[src/rtl/multicycle_control_fsm.sv]
// Multicycle control unit: FETCH/DECODE/EXEC/MEM/WB sequencing with run gate and halt.
// Optional PERF_CNT_EN macro adds retired-instruction and active-cycle counters.
module multicycle_control_fsm #(
  parameter int          CNT_W       = 32,
  parameter logic [5:0]  HALT_OPCODE = 6'b111111
) (
  input  logic             clk,
  input  logic             reset,
  input  logic             run,
  input  logic [5:0]       opcode,
  output logic             SelectIns,
  output logic             IRWrite,
  output logic             RegWrite,
  output logic             RegDst,
  output logic             ALUSrcA,
  output logic [1:0]       ALUSrcB,
  output logic             MemWrite,
  output logic             MemtoReg,
  output logic             BEQ,
  output logic [1:0]       PCSrc,
  output logic             PCWrite,
  output logic             instr_done,
  output logic             halted,
  output logic [3:0]       state_dbg,
  output logic [CNT_W-1:0] instr_cnt,
  output logic [CNT_W-1:0] cycle_cnt
);

  typedef enum logic [3:0] {
    S_FETCH, S_DECODE, S_EXEC_R, S_EXEC_I,
    S_WB_ALU, S_MEM_ADDR, S_MEM_RD, S_WB_MEM,
    S_MEM_WR, S_BRANCH, S_JUMP, S_HALT
  } state_t;

  state_t state, state_nx;
  // Only opcode bits consulted after DECODE: [1] = op[4] (I vs R), [0] = op[0].
  logic [1:0] op_q, op_nx;

  logic sel_r, irw_r, rw_r, rdst_r, asa_r;
  logic mw_r, m2r_r, beq_r, pcw_r;
  logic [1:0] asb_r, pcsrc_r;

  logic is_halt, is_r, is_i, is_br, is_j, is_mem;

  always_comb begin
    is_halt = (opcode == HALT_OPCODE);
    is_r    = ~is_halt & (opcode[5:4] == 2'b00);
    is_i    = ~is_halt & (opcode[5:4] == 2'b01);
    is_br   = ~is_halt & (opcode[5:1] == 5'b10000);
    is_j    = ~is_halt & (opcode == 6'b100010);
    is_mem  = ~is_halt & (opcode[5:1] == 5'b11000);
  end

  always_ff @(posedge clk) begin
    if (reset) begin
      state <= S_FETCH;
      op_q  <= '0;
    end else if (run) begin
      state <= state_nx;
      op_q  <= op_nx;
    end
  end

  always_comb begin
    state_nx = state;
    op_nx    = op_q;
    sel_r    = 1'b0;
    irw_r    = 1'b0;
    rw_r     = 1'b0;
    rdst_r   = 1'b0;
    asa_r    = 1'b0;
    asb_r    = 2'b00;
    mw_r     = 1'b0;
    m2r_r    = 1'b0;
    beq_r    = 1'b0;
    pcsrc_r  = 2'b00;
    pcw_r    = 1'b0;
    unique case (state)
      S_FETCH: begin
        irw_r    = 1'b1;
        state_nx = S_DECODE;
      end
      S_DECODE: begin
        op_nx = {opcode[4], opcode[0]};
        unique case (1'b1)
          is_halt: state_nx = S_HALT;
          is_r:    state_nx = S_EXEC_R;
          is_i:    state_nx = S_EXEC_I;
          is_br:   state_nx = S_BRANCH;
          is_j:    state_nx = S_JUMP;
          is_mem:  state_nx = S_MEM_ADDR;
          default: begin
            pcw_r    = 1'b1;
            state_nx = S_FETCH;
          end
        endcase
      end
      S_EXEC_R: begin
        asa_r    = 1'b1;
        state_nx = S_WB_ALU;
      end
      S_EXEC_I: begin
        asa_r    = 1'b1;
        asb_r    = 2'b10;
        state_nx = S_WB_ALU;
      end
      S_WB_ALU: begin
        rw_r     = 1'b1;
        rdst_r   = 1'b1;
        asa_r    = 1'b1;
        asb_r    = op_q[1] ? 2'b10 : 2'b00;
        pcw_r    = 1'b1;
        state_nx = S_FETCH;
      end
      S_MEM_ADDR: begin
        asa_r    = 1'b1;
        asb_r    = 2'b10;
        state_nx = op_q[0] ? S_MEM_WR : S_MEM_RD;
      end
      S_MEM_RD: begin
        sel_r    = 1'b1;
        state_nx = S_WB_MEM;
      end
      S_WB_MEM: begin
        rw_r     = 1'b1;
        rdst_r   = 1'b1;
        m2r_r    = 1'b1;
        pcw_r    = 1'b1;
        state_nx = S_FETCH;
      end
      S_MEM_WR: begin
        mw_r     = 1'b1;
        pcw_r    = 1'b1;
        state_nx = S_FETCH;
      end
      S_BRANCH: begin
        asa_r    = 1'b1;
        beq_r    = ~op_q[0];
        pcsrc_r  = 2'b01;
        pcw_r    = 1'b1;
        state_nx = S_FETCH;
      end
      S_JUMP: begin
        pcsrc_r  = 2'b10;
        pcw_r    = 1'b1;
        state_nx = S_FETCH;
      end
      S_HALT:  state_nx = S_HALT;
      default: state_nx = S_FETCH;
    endcase
  end

  logic live, strobe;
  assign live   = ~reset;
  assign strobe = ~reset & run;

  assign SelectIns  = live & sel_r;
  assign IRWrite    = strobe & irw_r;
  assign RegWrite   = strobe & rw_r;
  assign RegDst     = live & rdst_r;
  assign ALUSrcA    = live & asa_r;
  assign ALUSrcB    = live ? asb_r : 2'b00;
  assign MemWrite   = strobe & mw_r;
  assign MemtoReg   = live & m2r_r;
  assign BEQ        = live & beq_r;
  assign PCSrc      = live ? pcsrc_r : 2'b00;
  assign PCWrite    = strobe & pcw_r;
  assign instr_done = PCWrite;
  assign halted     = live & (state == S_HALT);
  assign state_dbg  = live ? state : 4'd0;

`ifdef PERF_CNT_EN
  logic [CNT_W-1:0] icnt_q, ccnt_q;

  always_ff @(posedge clk) begin
    if (reset) begin
      icnt_q <= '0;
      ccnt_q <= '0;
    end else begin
      if (run && state != S_HALT) ccnt_q <= ccnt_q + 1'b1;
      if (instr_done) icnt_q <= icnt_q + 1'b1;
    end
  end

  assign instr_cnt = live ? icnt_q : '0;
  assign cycle_cnt = live ? ccnt_q : '0;
`else
  assign instr_cnt = '0;
  assign cycle_cnt = '0;
`endif

endmodule

[config.mk]
export PLATFORM = sky130hd
export DESIGN_NAME = multicycle_control_fsm
export DESIGN_NICKNAME = d
export VERILOG_FILES = /design/src/rtl/multicycle_control_fsm.sv
export SDC_FILE = /design/constraint.sdc
export NUM_CORES = 1
export LEC_CHECK = 0
export ABC_AREA = 1
export CORE_ASPECT_RATIO = 1.2
export CORE_UTILIZATION = 33
export DETAILED_ROUTE_END_ITERATION = 16
export GPL_TIMING_DRIVEN = 0
export PLACE_DENSITY = 0.81
export SETUP_SLACK_MARGIN = 0.1
export SYNTH_ARGS = -nofsm -noshare
export SYNTH_HDL_FRONTEND = slang
export SYNTH_SLANG_ARGS = --single-unit
[constraint.sdc]
create_clock -name clk -period 1.7 [get_ports clk]
set_input_delay 0.17 -clock clk [delete_from_list [all_inputs] [get_ports clk]]
set_output_delay 0.17 -clock clk [all_outputs]
set_load 0.1 [all_outputs]
* Word-level counts from Yosys, hierarchy flattened *
Index checks and enable logic that the tools add are counted.

operators by class
  eq/ne operators = 16
  reductions and logical operators = 9
  mux-type cells = 18
  bitwise operators = 19

operators with widths
  operator                                             number
  case mux 4 bit (6 select lines)                      2
  AND 1 bit                                            16
  equality test 4 x 3 -> 1 bit, second input constant  4
  equality test 4 bit, second input constant           4
  equality test 6 bit, second input constant           2
  equality test 5 bit, second input constant           2
  OR reduction 5 bit                                   2
  equality test 4 x 2 -> 1 bit, second input constant  2
  2-to-1 mux 1 bit                                     8
  2-to-1 mux 4 bit                                     2
  case mux 2 bit (2 select lines)                      2
  2-to-1 mux 2 bit                                     3
  OR reduction 2 bit                                   3
  OR reduction 6 bit                                   1
  equality test 4 x 1 -> 1 bit, second input constant  1
  logical NOT 4 bit                                    1
  inverter 1 bit                                       3
  equality test 2 x 1 -> 1 bit, second input constant  1
  logical NOT 2 bit                                    1
  case mux 1 bit (2 select lines)                      1
  AND reduction 2 bit                                  1

storage, ports and cells
  word-level logic and storage cells = 64
  bits in registers = 6
  output and inout bits = 83

* Logic depth before layout (Yosys ltp) *
  depth in word-level cells = 7
  depth in mapped cells = 9
  mapped depth without buffers = 9

* Worst setup path after synthesis *
No wires, ideal clock.

  kind = register to output
  start point = reg state[2]
  end point = out instr_done
  buffers on the path = 1
  data arrival time = 2.811 ns
  setup slack = -1.281 ns
  stages on the path, launching flop included = 8
  cell sequence = dfxtp_1 > inv_2 > nor2_4 > nand2_1 > nand2_1 > nor3_1 > a21oi_1 > buf_4

on the way
  cells in the longest elaborated chain, start to end = 4

ends and longest elaborated chain
  element                                                                     line  source
  start: declaration                                                          35    state_t state, state_nx;
  start signal: assignment                                                    59    state <= state_nx;
  equality test 4 bit / equality test 4 x 3 -> 1 bit (equally long branches)  78    unique case (state)
  OR reduction 5 bit (no source line)                                         n/a
  case mux 1 bit (2 select lines) *                                           78
  AND 1 bit *                                                                 167   assign PCWrite = strobe & pcw_r;
  end: declaration                                                            22    output logic instr_done,

Every way passes the cells marked *; elsewhere a longest branch is shown, timed or not.

* Worst setup path after layout *
Ends and elaborated chain as after synthesis.

==> results.py <==
metrics = {
    "worst_setup_path": {
        "r2r_cells": 9,
        "crit_type": "reg2out",
        "cp.required_ps": 1530,
        "crit_path_start_kind": "register",
        "critPathMaxStageDelay_ps": 380,
        "rrSetupSlack_ps": 320,
        "crit_chain": "inv_6 > nor2_4 > nand2_4 > nand2_2 > nor3_2 > a21oi_4 > buf_6 > buf_12",
        "rr_startpoint": "state[2]",
        "crit_family": "simple AND/OR/NAND/NOR gates",
        "critPathMaxFanout": 4,
        "r2r_end": "state[0]",
        "end_kind": "output pin",
        "cp.arrival_ps": 1520,
        "critical-path-slowest-cell": "dfxtp_4",
        "critPathBufInv": 3,
    },
    "global_route": {
        "grt-ovfl-total": 0,
        "antenna_found_initial": 0,
        "grt_max_degree": 11,
        "grt_pass1_wl_um": 4443,
        "grt_pass1_vias": 1094,
        "grtUsageTotal_pct": 15.10,
    },
    "synth": {
        "netlist_top_cells_area": "buf_4 (43%), nand2_1 (12%), dfxtp_1 (10%), nor2_1 (7.9%), inv_1 (3.9%)",
        "synth_seq_cells": 6,
        "async_reset_ff_share_pct": 0,
        "synth_flop_cell": "dfxtp_1",
        "yosys.cell_types.count": 21,
        "synthCells": 186,
        "yosysTopAreaCell": "buf_4",
        "synth_edf_count": 0,
        "syn_avg_cell_area_um2": 6.162,
        "ys.warnings.count": 0,
        "synth-seq-area-share_pct": 10.48,
        "synth_top_cell_area_share_pct": 43.23,
        "synthesis.area_um2": 1146,
    },
    "cells_and_area": {
        "syn_to_final_growth_pct": 77.62,
        "nets": 299,
        "final_cells": 326,
        "fillCellCount": 315,
        "antenna_cells": 0,
        "fin_util_pct": 60.98,
        "layout-drive-gt1-share_pct": 48.10,
    },
    "drt": {
        "final_antenna_net_count": 0,
        "dr_total_vias": 1245,
        "wl_per_cell_um": 8.939,
        "viasPerCell": 3.819,
        "drc": 0,
        "first_pass_iters": 4,
        "totalWireLength_um": 2914,
        "drt_iter0_drc": 15,
    },
    "floorplanning": {
        "core_um2": 3338,
        "die_w_um": 55.80,
        "pin_count": 92,
        "fp.dieH_um": 66.56,
        "rows": 23,
        "initial_core_util_pct": 34.33,
        "die_area_um2": 3713,
    },
    "sta": {
        "rsz0062_at_grt": "yes",
        "setup_viol": 0,
        "layout_setup_ws_ps": 11.55,
        "fin_crit_ps": 1688,
        "hold_viol_final": 0,
        "finalMaxSlewViolations": 0,
        "fmax_mhz": 592.3,
        "skew_ps": 0.7881,
        "finalCritPeriodShare_pct": 99.32,
    },
    "run_status": {
        "status": "finished clean",
    },
    "clocking": {
        "postCtsHoldBufs": 0,
        "cts.clk_slew.worst_paths_ps": 40,
        "clk_latency_ps": 230,
        "cts_inserted_buffers": 3,
        "htree_levels": 1,
        "clk_path_buf_depth": 2,
        "cts_tree": "done",
        "cts.sinks": 6,
        "root_buffer": "clkbuf_8",
    },
    "pwr": {
        "peakVddDrop_mv": 0.3730,
        "p_leak_uw": 0.001196,
        "power_uw": 1353,
        "power_density_nw_per_um2": 664.6,
    },
    "hold_path": {
        "min_delay_path_depth": 4,
        "hp-start": "reset",
        "min_path_type": "in2reg",
        "min_to": "state[1]",
    },
    "flow_run": {
        "drv_cap": 0,
    },
    "placement": {
        "portBuffers": 26,
        "pre_cts_ws_ps": -1079,
        "gp_congestion": 0.8568,
        "dpl.hpwl_um": 2135,
        "placed_cells": 313,
    },
}
[cell usage after synthesis (2+ instances only)]
cell type	count
nand2_1	36
nor2_1	24
nand2_4	2
buf_4	66
nand2_2	3
inv_1	12
a21oi_1	4
nor3_1	7
o21ai_0	3
nand4_1	2
nor2_4	4
nand3_1	7
dfxtp_1	6
inv_2	3
[layout by cell type (no fill, tap or decap), drive strengths merged]
master / count
nand2: 41
conb: 65
or2: 1
inv: 16
nand3: 8
a21oi: 4
a41oi: 1
clkdlybuf4s50: 1
dlymetal6s2s: 1
nand4: 2
nor3: 7
clkbuf: 4
clkdlybuf4s18: 1
o21ai: 3
dfxtp: 6
nor2: 29
dlygate4sd2: 6
buf: 93
[layer usage]
layer | vias up | GRT usage (%) | share of wire (%)
met1 | 511 | 12.99 | 32
met4 | 0 | 10.63 | 1.2
met2 | 79 | 31.33 | 58
li1 | 649 | - | -
met5 | - | 0 | 0
met3 | 6 | 2.330 | 8.4
[worst reg2reg max path, cell delays in order (launching register included)]
cell and delay, ps:
dfxtp_4 380, inv_6 60, nor2_4 190, buf_4 160, nand3_4 90, nand2_2 130, nor2_4 60, nor2_4 110
nand2_1 80, nand2_1 60
[area by class of cell]
cell class,count,area (um^2),area share [%]
flip-flops and latches,6,135.1,6.638
well taps,37,46.29,2.274
clock buffers,4,45.04,2.213
multi-input cells,161,859.6,42.22
repair buffers,35,367.9,18.07
inverters,16,75.07,3.688
plain buffers,67,506.7,24.89
[state kept, by name, summed over array words and instances, names as in the netlist]
name,flops
state,4
op_q,2
[how the worst max path moves through the flow]
stage                     startpoint          to  cells past startpoint
final                       state[2]  instr_done                      8
after global routing        state[2]  instr_done                      8
after CTS                   state[3]  instr_done                      7
after detailed placement       reset    MemtoReg                      4
after global placement         reset     ALUSrcA                      4
after floorplan             state[3]    MemWrite                      4
[through the flow]
| stage | area, um^2 | setup TNS, ps | hold WS, ps |
|---|---|---|---|
| finish | 2036 | 0 | 378.7 |
| CTS | 1977 | 0 | 425.9 |
| global placement | 1810 | -16110 | 450.8 |
| global route | 2036 | -26.80 | 432.3 |
| detailed placement | 1810 | -16040 | 455.0 |
| floorplan | 1504 | -2179 | 334.4 |
[logic make-up (layout without fill, tap and decap cells)]
kind of cell | count (synthesis) | count (layout) | share of synthesized area, %
compound gates | 8 | 8 | 3.821
simple gates | 88 | 88 | 36.35
buf+inv | 83 | 122 | 49.02
flops | 6 | 6 | 10.48
other cells | 1 | 65 | 0.3272
[power by group]
| group | switching (uW) | leakage, uW | internal, uW | total [uW] |
|---|---|---|---|---|
| logic | 791 | 0.00112 | 172 | 963 |
| clock network | 71.2 | 0.0000228 | 162 | 233 |
| registers | 11.4 | 0.0000518 | 146 | 157 |
[repair_timing]
action                     in CTS  in global routing
pin swaps                       8                  1
gates resized for setup       143                 15
setup buffers                   8                  1
setup endpoints to repair      18                 15
Power figures use the tool's default switching activity.
